==> src/rtl/id_ex_decode_stage_pkg.sv <==
// Shared RV32I decode constants and the ID/EX control bundle type.
package id_ex_decode_stage_pkg;

  localparam logic [6:0] OpcOp     = 7'b0110011;
  localparam logic [6:0] OpcOpImm  = 7'b0010011;
  localparam logic [6:0] OpcLoad   = 7'b0000011;
  localparam logic [6:0] OpcStore  = 7'b0100011;
  localparam logic [6:0] OpcBranch = 7'b1100011;
  localparam logic [6:0] OpcJal    = 7'b1101111;
  localparam logic [6:0] OpcJalr   = 7'b1100111;
  localparam logic [6:0] OpcLui    = 7'b0110111;
  localparam logic [6:0] OpcAuipc  = 7'b0010111;

  localparam logic [3:0] AluAdd  = 4'h0;
  localparam logic [3:0] AluSub  = 4'h1;
  localparam logic [3:0] AluXor  = 4'h2;
  localparam logic [3:0] AluOr   = 4'h3;
  localparam logic [3:0] AluAnd  = 4'h4;
  localparam logic [3:0] AluSll  = 4'h5;
  localparam logic [3:0] AluSrl  = 4'h6;
  localparam logic [3:0] AluSra  = 4'h7;
  localparam logic [3:0] AluSlt  = 4'h8;
  localparam logic [3:0] AluSltu = 4'h9;
  localparam logic [3:0] AluEq   = 4'hA;
  localparam logic [3:0] AluNe   = 4'hB;
  localparam logic [3:0] AluLt   = 4'hC;
  localparam logic [3:0] AluGe   = 4'hD;
  localparam logic [3:0] AluLtu  = 4'hE;
  localparam logic [3:0] AluGeu  = 4'hF;

  localparam logic [1:0] WbAlu = 2'b00;
  localparam logic [1:0] WbMem = 2'b01;
  localparam logic [1:0] WbPc4 = 2'b10;
  localparam logic [1:0] WbImm = 2'b11;

  localparam logic [1:0] JmpNone = 2'b00;
  localparam logic [1:0] JmpJal  = 2'b01;
  localparam logic [1:0] JmpJalr = 2'b10;

  localparam logic [0:0] StRun   = 1'b0;
  localparam logic [0:0] StStall = 1'b1;

  typedef struct packed {
    logic       alu_src;
    logic       branch;
    logic [1:0] jump;
    logic       mem_ren;
    logic       mem_wen;
    logic [2:0] mem_size;
    logic [1:0] wb_sel;
    logic       reg_wen;
    logic       illegal;
    logic [4:0] rs1;
    logic [4:0] rs2;
    logic [4:0] rd;
  } ctrl_t;

endpackage

==> src/rtl/rv32_decode_comb.sv <==
// Pure combinational RV32I decoder: instruction -> control bundle, immediate, mnemonic.
module rv32_decode_comb
  import id_ex_decode_stage_pkg::*;
#(
  parameter int unsigned XLEN       = 32,
  parameter int unsigned ALU_CTRL_W = 4,
  parameter int unsigned DBG_STR    = 1
) (
  input  logic [31:0]           instr,
  output ctrl_t                 ctrl,
  output logic [ALU_CTRL_W-1:0] alu_ctrl,
  output logic [XLEN-1:0]       imm,
  output logic                  rs1_used,
  output logic                  rs2_used,
  output logic [79:0]           decode_str
);

  logic [6:0]  opcode;
  logic [2:0]  funct3;
  logic [6:0]  funct7;
  logic [4:0]  rd_f;
  logic [31:0] imm_i, imm_s, imm_b, imm_u, imm_j;

  assign opcode = instr[6:0];
  assign funct3 = instr[14:12];
  assign funct7 = instr[31:25];
  assign rd_f   = instr[11:7];

  assign imm_i = {{20{instr[31]}}, instr[31:20]};
  assign imm_s = {{20{instr[31]}}, instr[31:25], instr[11:7]};
  assign imm_b = {{19{instr[31]}}, instr[31], instr[7], instr[30:25], instr[11:8], 1'b0};
  assign imm_u = {instr[31:12], 12'b0};
  assign imm_j = {{11{instr[31]}}, instr[31], instr[19:12], instr[20], instr[30:21], 1'b0};

  ctrl_t       dec;
  logic [3:0]  alu4;
  logic [31:0] imm32;
  logic        use1, use2, has_rd, legal;
  logic [79:0] str;

  always_comb begin
    dec    = '0;
    alu4   = AluAdd;
    imm32  = '0;
    use1   = 1'b0;
    use2   = 1'b0;
    has_rd = 1'b0;
    legal  = 1'b1;
    str    = '0;
    case (opcode)
      OpcOp: begin
        use1 = 1'b1;
        use2 = 1'b1;
        has_rd = 1'b1;
        dec.wb_sel = WbAlu;
        // Only funct7[5] may be set, and only for SUB/SRA.
        if ((funct7 & 7'b1011111) != 7'd0) legal = 1'b0;
        case ({funct7[5], funct3})
          4'b0_000: begin alu4 = AluAdd;  str = 80'("ADD");  end
          4'b1_000: begin alu4 = AluSub;  str = 80'("SUB");  end
          4'b0_001: begin alu4 = AluSll;  str = 80'("SLL");  end
          4'b0_010: begin alu4 = AluSlt;  str = 80'("SLT");  end
          4'b0_011: begin alu4 = AluSltu; str = 80'("SLTU"); end
          4'b0_100: begin alu4 = AluXor;  str = 80'("XOR");  end
          4'b0_101: begin alu4 = AluSrl;  str = 80'("SRL");  end
          4'b1_101: begin alu4 = AluSra;  str = 80'("SRA");  end
          4'b0_110: begin alu4 = AluOr;   str = 80'("OR");   end
          4'b0_111: begin alu4 = AluAnd;  str = 80'("AND");  end
          default:  legal = 1'b0;
        endcase
      end
      OpcOpImm: begin
        use1 = 1'b1;
        has_rd = 1'b1;
        dec.alu_src = 1'b1;
        imm32 = imm_i;
        case (funct3)
          3'b000: begin alu4 = AluAdd;  str = 80'("ADDI");  end
          3'b010: begin alu4 = AluSlt;  str = 80'("SLTI");  end
          3'b011: begin alu4 = AluSltu; str = 80'("SLTIU"); end
          3'b100: begin alu4 = AluXor;  str = 80'("XORI");  end
          3'b110: begin alu4 = AluOr;   str = 80'("ORI");   end
          3'b111: begin alu4 = AluAnd;  str = 80'("ANDI");  end
          3'b001: begin
            alu4 = AluSll;
            str = 80'("SLLI");
            if (funct7 != 7'b0000000) legal = 1'b0;
          end
          default: begin
            if (funct7 == 7'b0000000) begin
              alu4 = AluSrl;
              str = 80'("SRLI");
            end else if (funct7 == 7'b0100000) begin
              alu4 = AluSra;
              str = 80'("SRAI");
            end else begin
              legal = 1'b0;
            end
          end
        endcase
      end
      OpcLoad: begin
        use1 = 1'b1;
        has_rd = 1'b1;
        dec.alu_src = 1'b1;
        dec.mem_ren = 1'b1;
        dec.mem_size = funct3;
        dec.wb_sel = WbMem;
        imm32 = imm_i;
        case (funct3)
          3'b000:  str = 80'("LB");
          3'b001:  str = 80'("LH");
          3'b010:  str = 80'("LW");
          3'b100:  str = 80'("LBU");
          3'b101:  str = 80'("LHU");
          default: legal = 1'b0;
        endcase
      end
      OpcStore: begin
        use1 = 1'b1;
        use2 = 1'b1;
        dec.alu_src = 1'b1;
        dec.mem_wen = 1'b1;
        dec.mem_size = funct3;
        imm32 = imm_s;
        case (funct3)
          3'b000:  str = 80'("SB");
          3'b001:  str = 80'("SH");
          3'b010:  str = 80'("SW");
          default: legal = 1'b0;
        endcase
      end
      OpcBranch: begin
        use1 = 1'b1;
        use2 = 1'b1;
        dec.branch = 1'b1;
        imm32 = imm_b;
        case (funct3)
          3'b000:  begin alu4 = AluEq;  str = 80'("BEQ");  end
          3'b001:  begin alu4 = AluNe;  str = 80'("BNE");  end
          3'b100:  begin alu4 = AluLt;  str = 80'("BLT");  end
          3'b101:  begin alu4 = AluGe;  str = 80'("BGE");  end
          3'b110:  begin alu4 = AluLtu; str = 80'("BLTU"); end
          3'b111:  begin alu4 = AluGeu; str = 80'("BGEU"); end
          default: legal = 1'b0;
        endcase
      end
      OpcJal: begin
        has_rd = 1'b1;
        dec.jump = JmpJal;
        dec.wb_sel = WbPc4;
        imm32 = imm_j;
        str = 80'("JAL");
      end
      OpcJalr: begin
        use1 = 1'b1;
        has_rd = 1'b1;
        dec.alu_src = 1'b1;
        dec.jump = JmpJalr;
        dec.wb_sel = WbPc4;
        imm32 = imm_i;
        str = 80'("JALR");
        if (funct3 != 3'b000) legal = 1'b0;
      end
      OpcLui: begin
        has_rd = 1'b1;
        dec.alu_src = 1'b1;
        dec.wb_sel = WbImm;
        imm32 = imm_u;
        str = 80'("LUI");
      end
      OpcAuipc: begin
        has_rd = 1'b1;
        dec.alu_src = 1'b1;
        dec.wb_sel = WbAlu;
        imm32 = imm_u;
        str = 80'("AUIPC");
      end
      default: legal = 1'b0;
    endcase

    // Illegal encodings collapse to a bubble-shaped bundle carrying only the flag.
    if (!legal) begin
      dec         = '0;
      dec.illegal = 1'b1;
      alu4        = AluAdd;
      imm32       = '0;
      use1        = 1'b0;
      use2        = 1'b0;
      has_rd      = 1'b0;
      str         = 80'("ILLEGAL");
    end

    dec.reg_wen = has_rd & (rd_f != 5'd0);
    dec.rs1     = use1 ? instr[19:15] : 5'd0;
    dec.rs2     = use2 ? instr[24:20] : 5'd0;
    dec.rd      = has_rd ? rd_f : 5'd0;
  end

  assign ctrl       = dec;
  assign alu_ctrl   = ALU_CTRL_W'(alu4);
  assign imm        = XLEN'($signed(imm32));
  assign rs1_used   = use1;
  assign rs2_used   = use2;
  assign decode_str = (DBG_STR != 0) ? str : 80'd0;

endmodule

==> src/rtl/id_ex_decode_stage.sv <==
// RV32I decode stage: ID/EX register, load-use hazard detection and flush/stall control.
module id_ex_decode_stage
  import id_ex_decode_stage_pkg::*;
#(
  parameter int unsigned XLEN       = 32,
  parameter int unsigned ALU_CTRL_W = 4,
  parameter int unsigned DBG_STR    = 1
) (
  input  logic                  clk,
  input  logic                  reset_n,
  input  logic                  id_valid,
  input  logic [31:0]           id_instr,
  input  logic                  ex_flush,
  input  logic                  ex_stall,
  output logic                  id_stall,
  output logic                  ex_valid,
  output logic [ALU_CTRL_W-1:0] ex_alu_ctrl,
  output logic                  ex_alu_src,
  output logic                  ex_branch,
  output logic [1:0]            ex_jump,
  output logic                  ex_mem_ren,
  output logic                  ex_mem_wen,
  output logic [2:0]            ex_mem_size,
  output logic [1:0]            ex_wb_sel,
  output logic                  ex_reg_wen,
  output logic [4:0]            ex_rs1,
  output logic [4:0]            ex_rs2,
  output logic [4:0]            ex_rd,
  output logic [XLEN-1:0]       ex_imm,
  output logic                  ex_illegal,
  output logic [79:0]           ex_decode_str
);

  localparam logic [79:0] StrReset  = (DBG_STR != 0) ? 80'("RESET") : 80'd0;
  localparam logic [79:0] StrBubble = (DBG_STR != 0) ? 80'("BUBBLE") : 80'd0;

  ctrl_t                 dec_ctrl;
  logic [ALU_CTRL_W-1:0] dec_alu;
  logic [XLEN-1:0]       dec_imm;
  logic                  dec_rs1_used, dec_rs2_used;
  logic [79:0]           dec_str;

  rv32_decode_comb #(
    .XLEN      (XLEN),
    .ALU_CTRL_W(ALU_CTRL_W),
    .DBG_STR   (DBG_STR)
  ) u_decode (
    .instr     (id_instr),
    .ctrl      (dec_ctrl),
    .alu_ctrl  (dec_alu),
    .imm       (dec_imm),
    .rs1_used  (dec_rs1_used),
    .rs2_used  (dec_rs2_used),
    .decode_str(dec_str)
  );

  ctrl_t                 ctrl_q, ctrl_d;
  logic [ALU_CTRL_W-1:0] alu_q, alu_d;
  logic [XLEN-1:0]       imm_q, imm_d;
  logic                  valid_q, valid_d;
  logic [79:0]           str_q, str_d;
  logic [0:0]            state_q, state_d;
  logic                  hazard;

  // Unused source fields are zeroed by the decoder, but the used flags keep this explicit.
  assign hazard = id_valid & valid_q & ctrl_q.mem_ren & (ctrl_q.rd != 5'd0) &
                  ((dec_rs1_used & (dec_ctrl.rs1 == ctrl_q.rd)) |
                   (dec_rs2_used & (dec_ctrl.rs2 == ctrl_q.rd)));

  // A single bubble per load-use pair: no new stall request from the STALL state.
  assign id_stall = hazard & ~ex_flush & (state_q == StRun);

  always_comb begin
    logic load_bubble;
    logic load_dec;
    ctrl_d      = ctrl_q;
    alu_d       = alu_q;
    imm_d       = imm_q;
    valid_d     = valid_q;
    str_d       = str_q;
    state_d     = state_q;
    load_bubble = 1'b0;
    load_dec    = 1'b0;
    if (ex_flush) begin
      load_bubble = 1'b1;
      state_d     = StRun;
    end else if (!ex_stall) begin
      if (id_stall) begin
        load_bubble = 1'b1;
        state_d     = StStall;
      end else begin
        state_d     = StRun;
        load_dec    = id_valid;
        load_bubble = ~id_valid;
      end
    end
    if (load_bubble) begin
      ctrl_d  = '0;
      alu_d   = '0;
      imm_d   = '0;
      valid_d = 1'b0;
      str_d   = StrBubble;
    end
    if (load_dec) begin
      ctrl_d  = dec_ctrl;
      alu_d   = dec_alu;
      imm_d   = dec_imm;
      valid_d = 1'b1;
      str_d   = dec_str;
    end
  end

  always_ff @(posedge clk or negedge reset_n) begin
    if (!reset_n) begin
      ctrl_q  <= '0;
      alu_q   <= '0;
      imm_q   <= '0;
      valid_q <= 1'b0;
      str_q   <= StrReset;
      state_q <= StRun;
    end else begin
      ctrl_q  <= ctrl_d;
      alu_q   <= alu_d;
      imm_q   <= imm_d;
      valid_q <= valid_d;
      str_q   <= str_d;
      state_q <= state_d;
    end
  end

  assign ex_valid      = valid_q;
  assign ex_alu_ctrl   = alu_q;
  assign ex_alu_src    = ctrl_q.alu_src;
  assign ex_branch     = ctrl_q.branch;
  assign ex_jump       = ctrl_q.jump;
  assign ex_mem_ren    = ctrl_q.mem_ren;
  assign ex_mem_wen    = ctrl_q.mem_wen;
  assign ex_mem_size   = ctrl_q.mem_size;
  assign ex_wb_sel     = ctrl_q.wb_sel;
  assign ex_reg_wen    = ctrl_q.reg_wen;
  assign ex_rs1        = ctrl_q.rs1;
  assign ex_rs2        = ctrl_q.rs2;
  assign ex_rd         = ctrl_q.rd;
  assign ex_imm        = imm_q;
  assign ex_illegal    = ctrl_q.illegal;
  assign ex_decode_str = str_q;

endmodule

==> config.mk <==
export PLATFORM = sky130hd
export DESIGN_NAME = id_ex_decode_stage
export DESIGN_NICKNAME = d
export VERILOG_FILES = /design/src/rtl/id_ex_decode_stage_pkg.sv /design/src/rtl/rv32_decode_comb.sv /design/src/rtl/id_ex_decode_stage.sv
export SDC_FILE = /design/constraint.sdc
export NUM_CORES = 1
export LEC_CHECK = 0
export ABC_AREA = 1
export ABC_CLOCK_PERIOD_IN_PS = 2400
export CAP_MARGIN = 20
export CORE_MARGIN = 8
export CORE_UTILIZATION = 44
export DETAILED_ROUTE_END_ITERATION = 10
export PLACE_DENSITY = 0.78
export RECOVER_POWER = 25
export SETUP_SLACK_MARGIN = 0.02
export SLEW_MARGIN = 0
export SYNTH_ARGS = -nofsm -noshare
export SYNTH_HDL_FRONTEND = slang
export SYNTH_SLANG_ARGS = --single-unit
==> constraint.sdc <==
create_clock -name clk -period 2.4 [get_ports clk]
set_clock_uncertainty 0.15 [all_clocks]
set_input_delay 0.48 -clock clk [delete_from_list [all_inputs] [get_ports clk]]
set_output_delay 0.48 -clock clk [all_outputs]
set_load 0.005 [all_outputs]
==> flow_summary_export.csv <==
group,metric,value,unit
run_status,status,"complete, but fails checks",
run_status,violations,"setup timing",
clock_tree,numCtsBuffers,9,
cells_and_area,fin_area,10200,um2
routing,drt_iter0_drc,818,
clock_tree,cts_root_buffer,"clkbuf_16",
clock_tree,cts_tree,"yes",
cells_and_area,final_nets,1174,
sta,tns,-20.88,ns
synth,syn_area_per_cell,7.61,um2
cells_and_area,layout-drive-gt1-share,0.394,
sta,hold_viol_final,0,
synth,synth_top_family_by_area,"simple AND/OR/NAND/NOR gates",
clock_tree,clkLatencyLatePin,0.35,ns
synth,ys_ff_latch,95,
routing,wl_per_cell,20.7,um
die,die_h,135,um
global_route,antenna_found_initial,0,
synth,synth_warnings,0,
routing,antenna_left,0,
sta,fin_crit,2.83,ns
worst_setup_path,cp_num_buf_inv,6,
global_route,grt_max_degree,57,
synth,netlist_area,6190,um2
global_route,track_usage,0.265,
worst_setup_path,critPathLaunch,"id_instr[5]",
cells_and_area,insertedDiodeCount,0,
synth,yosys.area_share.simple,0.272,
worst_setup_path,r2r-start,"ex_rd[3]",
die,die_w,135,um
routing,first_pass_iters,5,
clock_tree,cts.htree.levels,3,
sta,rsz0062_at_grt,"yes",
clock_tree,clkSinkCount,95,
die,io_pins,183,
place,io_buffer_count,139,
die,initial_core_util,0.448,
synth,yosysUniqueCellTypes,43,
job,cap_violations,0,
synth,yosysSeqAreaShare,0.387,
worst_setup_path,cp_max_fo,7,
clock_tree,cts_buffer_depth,2,
place,routabilityCongestion,0.940,
global_route,grt_first_pass_wirelength,38.1,mm
sta,setup_slack,-0.428,ns
routing,viasPerCell,5.49,
worst_setup_path,cp_cell_sequence,"buf_2 > inv_2 > buf_4 > nand4_1 > nand2_1 > nor2_4 > nand2_4 > buf_6 > nand4_1 > nand2_1 > nor2_1 > nand2_1 > nand2_2 > nand2_4 > inv_2 > buf_6",
global_route,grt_pass1_vias,7034,
sta,max_freq,354,MHz
worst_setup_path,cpMostUsedCell,"nand2_1",
worst_setup_path,cp.required,1.77,ns
place,hpwlAfterDp,17.4,mm
synth,synth-adder-area-share,0,
place,placed_area,8610,um2
worst_setup_path,path_class,"in -> out",
worst_hold_path,hp-start,"ex_decode_str[30]",
worst_setup_path,crit_family,"simple AND/OR/NAND/NOR gates",
routing,drc,0,
routing,vias,7264,
worst_setup_path,worstPathArrival,2.20,ns
worst_hold_path,hp-class,"reg -> reg",
worst_setup_path,slowest_delay,0.17,ns
worst_setup_path,critPathLaunchType,"input pin",
pwr,peakVddDrop,0.315,mV
cells_and_area,final_common_cell,"nand2_1",
pwr,powerDensity,385,nW/um2
die,row_count,43,
pwr,leakagePower,4.83,nW
die,core_area,13800,um2
sta,slew_violations,0,
worst_setup_path,end_kind,"output pin",
global_route,overflow,0,
synth,synth_compound_area_frac,0.192,
cells_and_area,syn_to_final_growth,64.2,%
cells_and_area,nFillCells,1017,
synth,synthMuxAreaShare,0,
synth,syn_inst,813,
cells_and_area,final_cell_mix,"202 x nand2_1, 184 x buf_4, 120 x clkdlybuf4s50_1",
sta,setup_violations,89,
routing,drt_wl_total,27.3,mm
sta,worst_pin_slew,0.867,ns
sta,relSlewSlack,0.422,
sta,fin_hold_ws,0.330,ns
sta,finalCritPeriodShare,1.18,
clock_tree,clk_pin_slew,0.06,ns
worst_setup_path,crit_slowest_cell,"nand4_1",
synth,synthXorXnorAreaFrac,0.00141,
die,die_area,18100,um2
## power breakdown
| part | switching (W) | total [W] | internal [W] |
|---|---|---|---|
| sequential | 0.0000151 | 0.00164 | 0.00163 |
| combinational | 0.000393 | 0.000703 | 0.000310 |
| clock | 0.000642 | 0.00157 | 0.000928 |
| total | 0.00105 | 0.00392 | 0.00287 |
## cell type report
class / instances / area [um2] / area share
Clock buffer: 13 / 280 / 0.0276
Tap cell: 180 / 225 / 0.0222
Timing Repair Buffer: 359 / 3370 / 0.332
Multi-Input combinational cell: 594 / 3520 / 0.346
Clock inverter: 3 / 47.5 / 0.00468
Inverter: 78 / 320 / 0.0315
Sequential cell: 95 / 2400 / 0.236
## cells in the mapped netlist (all sizes together)
library cell,n,area [um2]
xor2,1,8.76
o221ai,3,26.3
dfrtp,80,2000
nor4,1,6.26
a2111oi,1,8.76
nand4,8,50.1
conb,1,3.75
o2111ai,4,35.0
or2,14,87.6
o311ai,2,17.5
nand2,229,892
o41ai,6,52.6
a21oi,11,55.1
nand3,49,278
nor3,11,55.1
o21a,2,15.0
nand3b,1,7.51
o21ai,113,791
a211oi,5,37.5
buf,72,547
a221oi,1,8.76
a41oi,2,17.5
o31ai,3,22.5
inv,78,295
nor2,66,307
clkbuf,19,71.3
a31oi,2,12.5
o22ai,9,56.3
dfstp,15,394
o211ai,4,30.0
## per-stage QoR
step / cells / setup WS (ns) / power [W] / utilization
6_report: 1322 / -0.428 / 0.00392 / 0.735
5_1_grt: 1322 / -0.494 / 0.00405 / 0.735
4_1_cts: 1292 / -0.239 / 0.00381 / 0.679
3_5_place_dp: 1239 / -1.20 / 0.00222 / 0.623
3_3_place_gp: 1239 / -1.18 / 0.00222 / 0.623
2_1_floorplan: 855 / -0.137 / 0.00196 / -
## logic make-up (layout without fill, tap and decap cells)
family                 after synthesis  after routing
AND/OR/NAND/NOR                    379            382
buffers and inverters              169            453
AO/OA/AOI/OAI                      168            168
flip-flops                          95             95
other                                1             43
XOR/XNOR                             1              1
## sequential cells by signal, summed over array words and instances, names as in the netlist
signal / count
ex_wb_sel: 2
ex_alu_ctrl: 4
ex_alu_src: 1
ex_mem_size: 3
ex_mem_ren: 1
ex_mem_wen: 1
ex_jump: 2
ex_imm: 32
ex_rs1: 5
ex_rs2: 5
ex_valid: 1
state_q: 1
ex_decode_str: 30
ex_branch: 1
ex_rd: 5
ex_reg_wen: 1
## what timing repair did
item,in CTS,in global routing
gates resized for setup,141,101
pin swaps,35,34
cloned,0,17
hold buffers,1,0
setup buffers,41,14
endpoints found under the setup margin,95,95
endpoints found under the hold margin,27,0
## path summary, 6_finish.rpt
check,slack (ns),depth (start not counted),to
min in group asynchronous,0.62,2,ex_imm[28]
min,0.33,2,ex_decode_str[30]
max in group asynchronous,0.35,3,ex_decode_str[33]
max reg2reg,0.13,11,ex_imm[31]
min reg2reg,0.33,2,ex_decode_str[30]
max,-0.43,16,id_stall
## worst register-to-register path, cell delays in order, from the launching register on
cell,delay (ns)
dfrtp_1,0.41
inv_1,0.10
buf_4,0.12
nand3_1,0.11
o311ai_0,0.29
inv_1,0.13
nand2_4,0.08
buf_4,0.16
buf_12,0.17
nand2_8,0.12
clkbuf_16,0.24
o21ai_2,0.11
## routing by layer
| metal | routed length, um | global-route usage |
|---|---|---|
| met3 | 2320 | 0.0412 |
| met2 | 13300 | 0.443 |
| met4 | 1230 | 0.113 |
| met1 | 10500 | 0.331 |
| met5 | 0 | 0 |
Note: power is estimated with default switching activity, not from simulation.
